`src/rtl/alu_uart_sequencer_if.sv`:
```
// Byte-stream and ALU-facing signal bundle for the ALU/UART sequencer.
// The sequencer side uses the master modport; the UART/ALU side uses slave.
interface alu_uart_sequencer_if #(
  parameter int N = 8
);
  logic [7:0]   rx_data;
  logic         rx_done;
  logic [N-1:0] alu_result;
  logic [N-1:0] bus_a;
  logic [N-1:0] bus_b;
  logic [5:0]   opcode;
  logic [7:0]   tx_data;
  logic         tx_start;
  logic         tx_done;
  logic         busy;
  logic         overrun;

  modport master (
    input  rx_data,
    input  rx_done,
    input  alu_result,
    input  tx_done,
    output bus_a,
    output bus_b,
    output opcode,
    output tx_data,
    output tx_start,
    output busy,
    output overrun
  );

  modport slave (
    output rx_data,
    output rx_done,
    output alu_result,
    output tx_done,
    input  bus_a,
    input  bus_b,
    input  opcode,
    input  tx_data,
    input  tx_start,
    input  busy,
    input  overrun
  );
endinterface

```
`src/rtl/alu_uart_sequencer.sv`:
```
// Collects operand A, operand B and opcode bytes from the UART receiver, drives the
// ALU from registers, then sends the ALU result back as one byte and waits for tx_done.
module alu_uart_sequencer #(
  parameter int N = 8
) (
  input  logic                  clk,
  input  logic                  rst_n,
  alu_uart_sequencer_if.master  sif
);

  localparam logic [2:0] WAIT_A  = 3'd0;
  localparam logic [2:0] WAIT_B  = 3'd1;
  localparam logic [2:0] WAIT_OP = 3'd2;
  localparam logic [2:0] CALC    = 3'd3;
  localparam logic [2:0] SEND    = 3'd4;
  localparam logic [2:0] WAIT_TX = 3'd5;

  logic [2:0]   state_reg,   state_next;
  logic [N-1:0] bus_a_reg,   bus_a_next;
  logic [N-1:0] bus_b_reg,   bus_b_next;
  logic [5:0]   opcode_reg,  opcode_next;
  logic [7:0]   tx_data_reg, tx_data_next;
  logic         overrun_reg, overrun_next;
  logic [7:0]   result_ext;

  // Zero-extend the N-bit ALU result into the transmit byte.
  generate
    for (genvar gi = 0; gi < 8; gi++) begin : g_result_ext
      if (gi < N) begin : g_data
        assign result_ext[gi] = sif.alu_result[gi];
      end else begin : g_zero
        assign result_ext[gi] = 1'b0;
      end
    end
  endgenerate

  always_comb begin
    state_next   = state_reg;
    bus_a_next   = bus_a_reg;
    bus_b_next   = bus_b_reg;
    opcode_next  = opcode_reg;
    tx_data_next = tx_data_reg;
    overrun_next = overrun_reg;
    case (state_reg)
      WAIT_A: begin
        if (sif.rx_done) begin
          bus_a_next   = sif.rx_data[N-1:0];
          overrun_next = 1'b0;
          state_next   = WAIT_B;
        end
      end
      WAIT_B: begin
        if (sif.rx_done) begin
          bus_b_next = sif.rx_data[N-1:0];
          state_next = WAIT_OP;
        end
      end
      WAIT_OP: begin
        if (sif.rx_done) begin
          opcode_next = sif.rx_data[5:0];
          state_next  = CALC;
        end
      end
      CALC: begin
        tx_data_next = result_ext;
        state_next   = SEND;
        if (sif.rx_done) begin
          overrun_next = 1'b1;
        end
      end
      SEND: begin
        state_next = WAIT_TX;
        if (sif.rx_done) begin
          overrun_next = 1'b1;
        end
      end
      WAIT_TX: begin
        // A byte arriving here is discarded even if tx_done ends the transaction.
        if (sif.rx_done) begin
          overrun_next = 1'b1;
        end
        if (sif.tx_done) begin
          state_next = WAIT_A;
        end
      end
      default: begin
        state_next = WAIT_A;
      end
    endcase
  end

  always_ff @(posedge clk or negedge rst_n) begin
    if (!rst_n) begin
      state_reg   <= WAIT_A;
      bus_a_reg   <= '0;
      bus_b_reg   <= '0;
      opcode_reg  <= '0;
      tx_data_reg <= '0;
      overrun_reg <= 1'b0;
    end else begin
      state_reg   <= state_next;
      bus_a_reg   <= bus_a_next;
      bus_b_reg   <= bus_b_next;
      opcode_reg  <= opcode_next;
      tx_data_reg <= tx_data_next;
      overrun_reg <= overrun_next;
    end
  end

  assign sif.bus_a    = bus_a_reg;
  assign sif.bus_b    = bus_b_reg;
  assign sif.opcode   = opcode_reg;
  assign sif.tx_data  = tx_data_reg;
  assign sif.overrun  = overrun_reg;
  assign sif.tx_start = (state_reg == SEND);
  assign sif.busy     = (state_reg != WAIT_A);

endmodule
```
`src/flat_wrapper.sv`:
```
// flat-port wrapper written by rule: the top's interface ports become plain ports
module alu_uart_sequencer_flat 
#(
  parameter int N = 8
)
  (clk, rst_n, sif_rx_data, sif_rx_done, sif_alu_result, sif_tx_done, sif_bus_a, sif_bus_b, sif_opcode, sif_tx_data, sif_tx_start, sif_busy, sif_overrun);
  alu_uart_sequencer_if #(.N(N)) sif_i ();
  input  logic clk;
  input  logic rst_n;
  input wire logic [$bits(sif_i.rx_data)-1:0] sif_rx_data;
  input wire logic [$bits(sif_i.rx_done)-1:0] sif_rx_done;
  input wire logic [$bits(sif_i.alu_result)-1:0] sif_alu_result;
  input wire logic [$bits(sif_i.tx_done)-1:0] sif_tx_done;
  output wire logic [$bits(sif_i.bus_a)-1:0] sif_bus_a;
  output wire logic [$bits(sif_i.bus_b)-1:0] sif_bus_b;
  output wire logic [$bits(sif_i.opcode)-1:0] sif_opcode;
  output wire logic [$bits(sif_i.tx_data)-1:0] sif_tx_data;
  output wire logic [$bits(sif_i.tx_start)-1:0] sif_tx_start;
  output wire logic [$bits(sif_i.busy)-1:0] sif_busy;
  output wire logic [$bits(sif_i.overrun)-1:0] sif_overrun;
  assign sif_i.rx_data = sif_rx_data;
  assign sif_i.rx_done = sif_rx_done;
  assign sif_i.alu_result = sif_alu_result;
  assign sif_i.tx_done = sif_tx_done;
  assign sif_bus_a = sif_i.bus_a;
  assign sif_bus_b = sif_i.bus_b;
  assign sif_opcode = sif_i.opcode;
  assign sif_tx_data = sif_i.tx_data;
  assign sif_tx_start = sif_i.tx_start;
  assign sif_busy = sif_i.busy;
  assign sif_overrun = sif_i.overrun;
  alu_uart_sequencer #(.N(N)) u_core (.clk(clk), .rst_n(rst_n), .sif(sif_i));
endmodule
```
`config.mk`:
```
export PLATFORM = sky130hd
export DESIGN_NAME = alu_uart_sequencer_flat
export DESIGN_NICKNAME = d
export VERILOG_FILES = /design/src/rtl/alu_uart_sequencer_if.sv /design/src/rtl/alu_uart_sequencer.sv /design/src/flat_wrapper.sv
export SDC_FILE = /design/constraint.sdc
export NUM_CORES = 1
export LEC_CHECK = 0
export CORE_MARGIN = 2
export CORE_UTILIZATION = 30
export CTS_BUF_LIST = sky130_fd_sc_hd__clkbuf_8
export DETAILED_ROUTE_END_ITERATION = 8
export DONT_BUFFER_PORTS = 1
export PLACE_DENSITY_LB_ADDON = 0.2
export RECOVER_POWER = 25
export SLEW_MARGIN = 10
export SYNTH_ARGS = -nofsm -noshare
export SYNTH_HDL_FRONTEND = slang
export SYNTH_SLANG_ARGS = --single-unit
```
`constraint.sdc`:
```
create_clock -name clk -period 2.49 [get_ports clk]
set_input_delay 0.249 -clock clk [delete_from_list [all_inputs] [get_ports clk]]
set_output_delay 0.249 -clock clk [all_outputs]
set_load 0.1 [all_outputs]
```
==> metrics.txt, run 1 <==
status=finished, final reports clean; post-synthesis cell area=0.001391 sq mm; # port buffers=0; Critical Path AT=1510 ps; initial antenna violation count=0; die width=72.10 microns; PnR worst setup slack=727.0 ps; CTS tree=built; CP required=2240 ps; setup TNS=0 ps; Worst Skew=3.657 ps; Warnings, synthesis=0; drt wl/cell=17.68 microns; final hold vios=0; min-delay src=sif_rx_data[1]; final WL=2.688 mm; Post-Synth Simple-Gate Area=11.15%; Post-Synth Adder-Cell Area=0%; vias per cell=5.112; die height=72.10 microns; Starting Density=31.52%; Reg2Reg Depth=2; Post-DP HPWL=1.937 mm; first-pass GRT wire length=4.422 mm; I/O Pins=53; Final Slew Violations=0; Synth top cells by count=34 x dfrtp_1, 30 x mux2_2, 4 x buf_2, 3 x nor3b_1; largest net degree at the start of global routing=35; Slew headroom=39.11%; grt ovf=0; TritonRoute pass-1 iters=4; Max Fanout on Critical Path=13; largest family of logic cells by synthesized area=multiplexers; R2R Path Start=u_core.state_reg[0]; startpoint types=flip-flop; cell taking the most area after synthesis=dfrtp_1; Worst Hold Class=in -> reg; largest cells by area after synthesis=dfrtp_1 61%, mux2_2 24%, nor4b_4 1.7%; clock slew at reported path FFs=70 ps; final number of setup-violating endpoints=0; Placer Congestion=0.7392; clock sink count=34; fin nets=119; setup slack, reg-to-reg=760 ps; max-cap violation count=0; Hold Crit Endpoint=u_core.sif.opcode[1]; GRT Util Overall=11.36%; asr flop ratio synth=100.0%; period utilisation layout=70.80%; row count=24; Area growth syn-to-layout=15.02%; hold path depth=1; Core Region=0.004414 sq mm; Final min period=1763 ps; Root Buffer Master=clkbuf_8; number of fill cells=435; clk_lat worst skew=280 ps; critical path class=reg -> out; R2R Path End=u_core.sif.bus_a[7]; worst hold slack=115.7 ps; Least-Margin Pin Slew=913.4 ps; ys flop type=dfrtp_1; number of diodes=0; synth unique cells=22; pre-CTS worst setup slack=760.4 ps; number of flops mapped to enable cells by yosys=0; Synth Register Bits=34; DRC errors left=0; Worst setup EP type=output port; Vias=777; total setup buffers inserted after CTS=0; post-synth top area share=61.15%; die area=0.005198 sq mm; Syn Area/Cell=15.29 sq um; top-count cell post-synth=dfrtp_1; post-synthesis mux area share=24.28%; number of CTS-inserted buffers=5; Cell Count, Final, Fillers Out=152; sequential fraction of the synthesis area=61.15%; synthesized net count=111; placed insts=142; ANT nets after route=0; share of cells above drive strength 1=47.00%; H-tree depth=2; RSZ-0062 raised after global routing=false; Longest Clk Path Bufs=2; Post-Synthesis Cells=91; Max Freq=567.2 MHz; XOR/XNOR share of the synthesized area=0%; post-synthesis compound-gate area fraction=1.349%; DR iter-0 viols=31; vias in the first global route=845
routing by layer:
layer,up-vias,part of all wire [%],global-route usage [%]
met5,-,0,0
met4,0,2.5,6.289
met3,6,6.8,4.861
met2,23,50,17.74
met1,407,41,13.10
li1,341,-,-
worst max path at each step:
stage / slack, ps / end / cells past startpoint / startpoint
CTS: 710 / sif_busy / 2 / u_core.state_reg[0]
finish: 730 / sif_busy / 2 / u_core.state_reg[0]
global route: 630 / sif_tx_start / 2 / u_core.state_reg[2]
detailed placement: 760 / u_core.sif.bus_a[7] / 2 / u_core.state_reg[0]
floorplan: 330 / u_core.state_reg[0] / 3 / u_core.state_reg[0]
global placement: 830 / u_core.sif.bus_a[2] / 2 / u_core.state_reg[0]
logic make-up after synthesis:
kind of cell / count (synthesis)
AO/OA/AOI/OAI: 3
multiplexers: 30
flip-flops: 34
buffers and inverters: 6
AND/OR/NAND/NOR: 18
placed cells by master (no fill, tap or decap), types with 2 or more instances in the layout:
cell type	n
buf_4	4
dfrtp_1	34
nand3b_1	2
clkbuf_8	6
nand2b_1	2
mux2_2	30
inv_1	2
nor3b_1	2
what timing repair did:
item,in CTS,in global routing
gates resized for setup,0,0
hold endpoints to repair,34,0
hold buffers,2,0
worst max-delay path, cell delays in order, from the launching register on:
cell and delay, ps:
dfrtp_1 560, or3_1 440, buf_4 240
stage by stage:
step                util, %  instance area [sq um]
global route          36.25                   1600
floorplan                 -                   1396
global placement      33.50                   1479
detailed placement    33.50                   1479
finish                36.25                   1600
CTS                   36.25                   1600
cell type report:
type	instances	area (sq um)	share of cell area [%]
Sequential cell	34	850.8	53.17
Multi-Input combinational cell	51	529.3	33.07
Clock buffer	6	82.58	5.160
Tap cell	52	65.06	4.066
Timing Repair Buffer	6	60.06	3.753
Clock inverter	2	8.758	0.5473
Inverter	1	3.754	0.2346
Power of run 1 is not shown: default switching activity piles up to over one toggle a cycle in this logic, so the estimate is an artifact.
==> run 2: changes to the inputs <==
==> constraint.sdc (replaced) <==
create_clock -name clk -period 1.7 [get_ports clk]
set_input_delay 0.17 -clock clk [delete_from_list [all_inputs] [get_ports clk]]
set_output_delay 0.17 -clock clk [all_outputs]
set_load 0.1 [all_outputs]
==> run 2 against run 1 <==
Against the previous run:
- clock-buffer cell count is the same
- wire length rose by 1.6%
- die area is the same
- first-iteration DRC count fell by 26%
- flip-flop and latch count did not move
==> metrics.txt, run 2 (synthesis gave the netlist of run 1 again) <==
TritonRoute pass-1 iters=4; critical path class=reg -> out; fin nets=156; DR iter-0 viols=23; startpoint types=flip-flop; Root Buffer Master=clkbuf_8; clk_lat worst skew=280 ps; Placer Congestion=0.6912; Final Slew Violations=0; Critical Path AT=1470 ps; Worst Hold Class=in -> reg; vias in the first global route=988; Vias=921; clock slew at reported path FFs=70 ps; Multi-input gate area=528.0 sq um; number of fill cells=409; R2R Path End=u_core.sif.opcode[5]; share of cells above drive strength 1=61.31%; Post-DP HPWL=2.011 mm; final number of setup-violating endpoints=0; R2R Path Start=u_core.state_reg[0]; Core Region=0.004414 sq mm; met3 Track Usage GR=5.000%; DRC errors left=0; final WL=2.732 mm; Longest Clk Path Bufs=2; drt wl/cell=14.46 microns; largest net degree at the start of global routing=35; setup slack, reg-to-reg=110 ps; Worst setup EP type=output port; die width=72.10 microns; GRT Util Overall=11.82%; FF+latch area=850.8 sq um; Final min period=1636 ps; vias per cell=4.873; die area=0.005198 sq mm; RSZ-0062 raised after global routing=false; Slew headroom=45.35%; max-cap violation count=0; I/O Pins=53; busiest grt layer=met2; Reg2Reg Depth=4; status=finished, final reports clean; Max Fanout on Critical Path=10; most common cell after layout, fill and taps aside=buf_4; number of diodes=0; ANT nets after route=0; H-tree depth=2; CTS tree=built; initial antenna violation count=0; Area growth syn-to-layout=34.71%; final hold vios=0; most frequent cells in the layout=40 x buf_4, 34 x dfrtp_1, 30 x mux2_2; Worst Skew=6.171 ps; Starting Density=31.52%; hold path depth=1; M2 GR Usage=18.96%; min-delay src=sif_alu_result[6]; Least-Margin Pin Slew=819.7 ps; CP required=1530 ps; period utilisation layout=96.22%; number of CTS-inserted buffers=5; row count=24; Max Freq=611.3 MHz; die height=72.10 microns; final core utilization=42.46%; clock sink count=34; first-pass GRT wire length=4.657 mm; # port buffers=0; grt met1 use=13.54%; setup TNS=0 ps; grt ovf=0; Hold Crit Endpoint=u_core.sif.tx_data[6]
==> run 2: changes by cell type in the layout (fill, tap and decap cells not counted), sizes merged <==
cell	change
buf	+36
clkbuf	+1
==> run 2: what timing repair did <==
item                                    CTS  global route
gates resized for setup                   1             3
endpoints found under the hold margin    34             0
buffers inserted                          0             1
hold buffers                              2             0
endpoints found under the setup margin    1             1
==> run 2: worst max-delay path by stage <==
stage,end,slack (ps),startpoint
floorplan,u_core.state_reg[0],0.6,u_core.state_reg[2]
global placement,u_core.sif.opcode[3],260,u_core.state_reg[0]
detailed placement,u_core.sif.opcode[4],210,u_core.state_reg[0]
CTS,sif_busy,20,u_core.state_reg[0]
global route,u_core.sif.opcode[5],8,u_core.state_reg[0]
finish,sif_busy,60,u_core.state_reg[0]
==> run 2: layer usage <==
metal,vias up,share of wire [%]
met3,7,8.3
met5,-,0
met4,0,2.0
met1,458,41
met2,43,48
li1,413,-
==> run 2: metrics by stage <==
stage	cells	setup WS (ps)	area, sq um	hold slack, ps
3_3_place_gp	178	259.6	1743	-124.7
2_1_floorplan	91	0.5829	1414	-125.6
5_1_grt	189	8.316	1874	16.43
3_5_place_dp	178	209.9	1743	-124.7
6_report	189	64.20	1874	35.50
4_1_cts	188	18.17	1868	25.92
==> run 2: area by class of cell <==
type / instances / share of cell area (%)
clock buffer: 6 / 4.406
clock inverter: 2 / 0.4673
inverter: 1 / 0.2003
multi-input combinational: 51 / 28.17
sequential: 34 / 45.39
tap: 52 / 3.471
timing repair buffer: 43 / 17.89
==> run 2: critical path: stages, from the launching register on <==
cell and delay, ps:
dfrtp_1 420, buf_4 190, or3_4 400, buf_12 170
Power of run 2 is left out for the same reason.
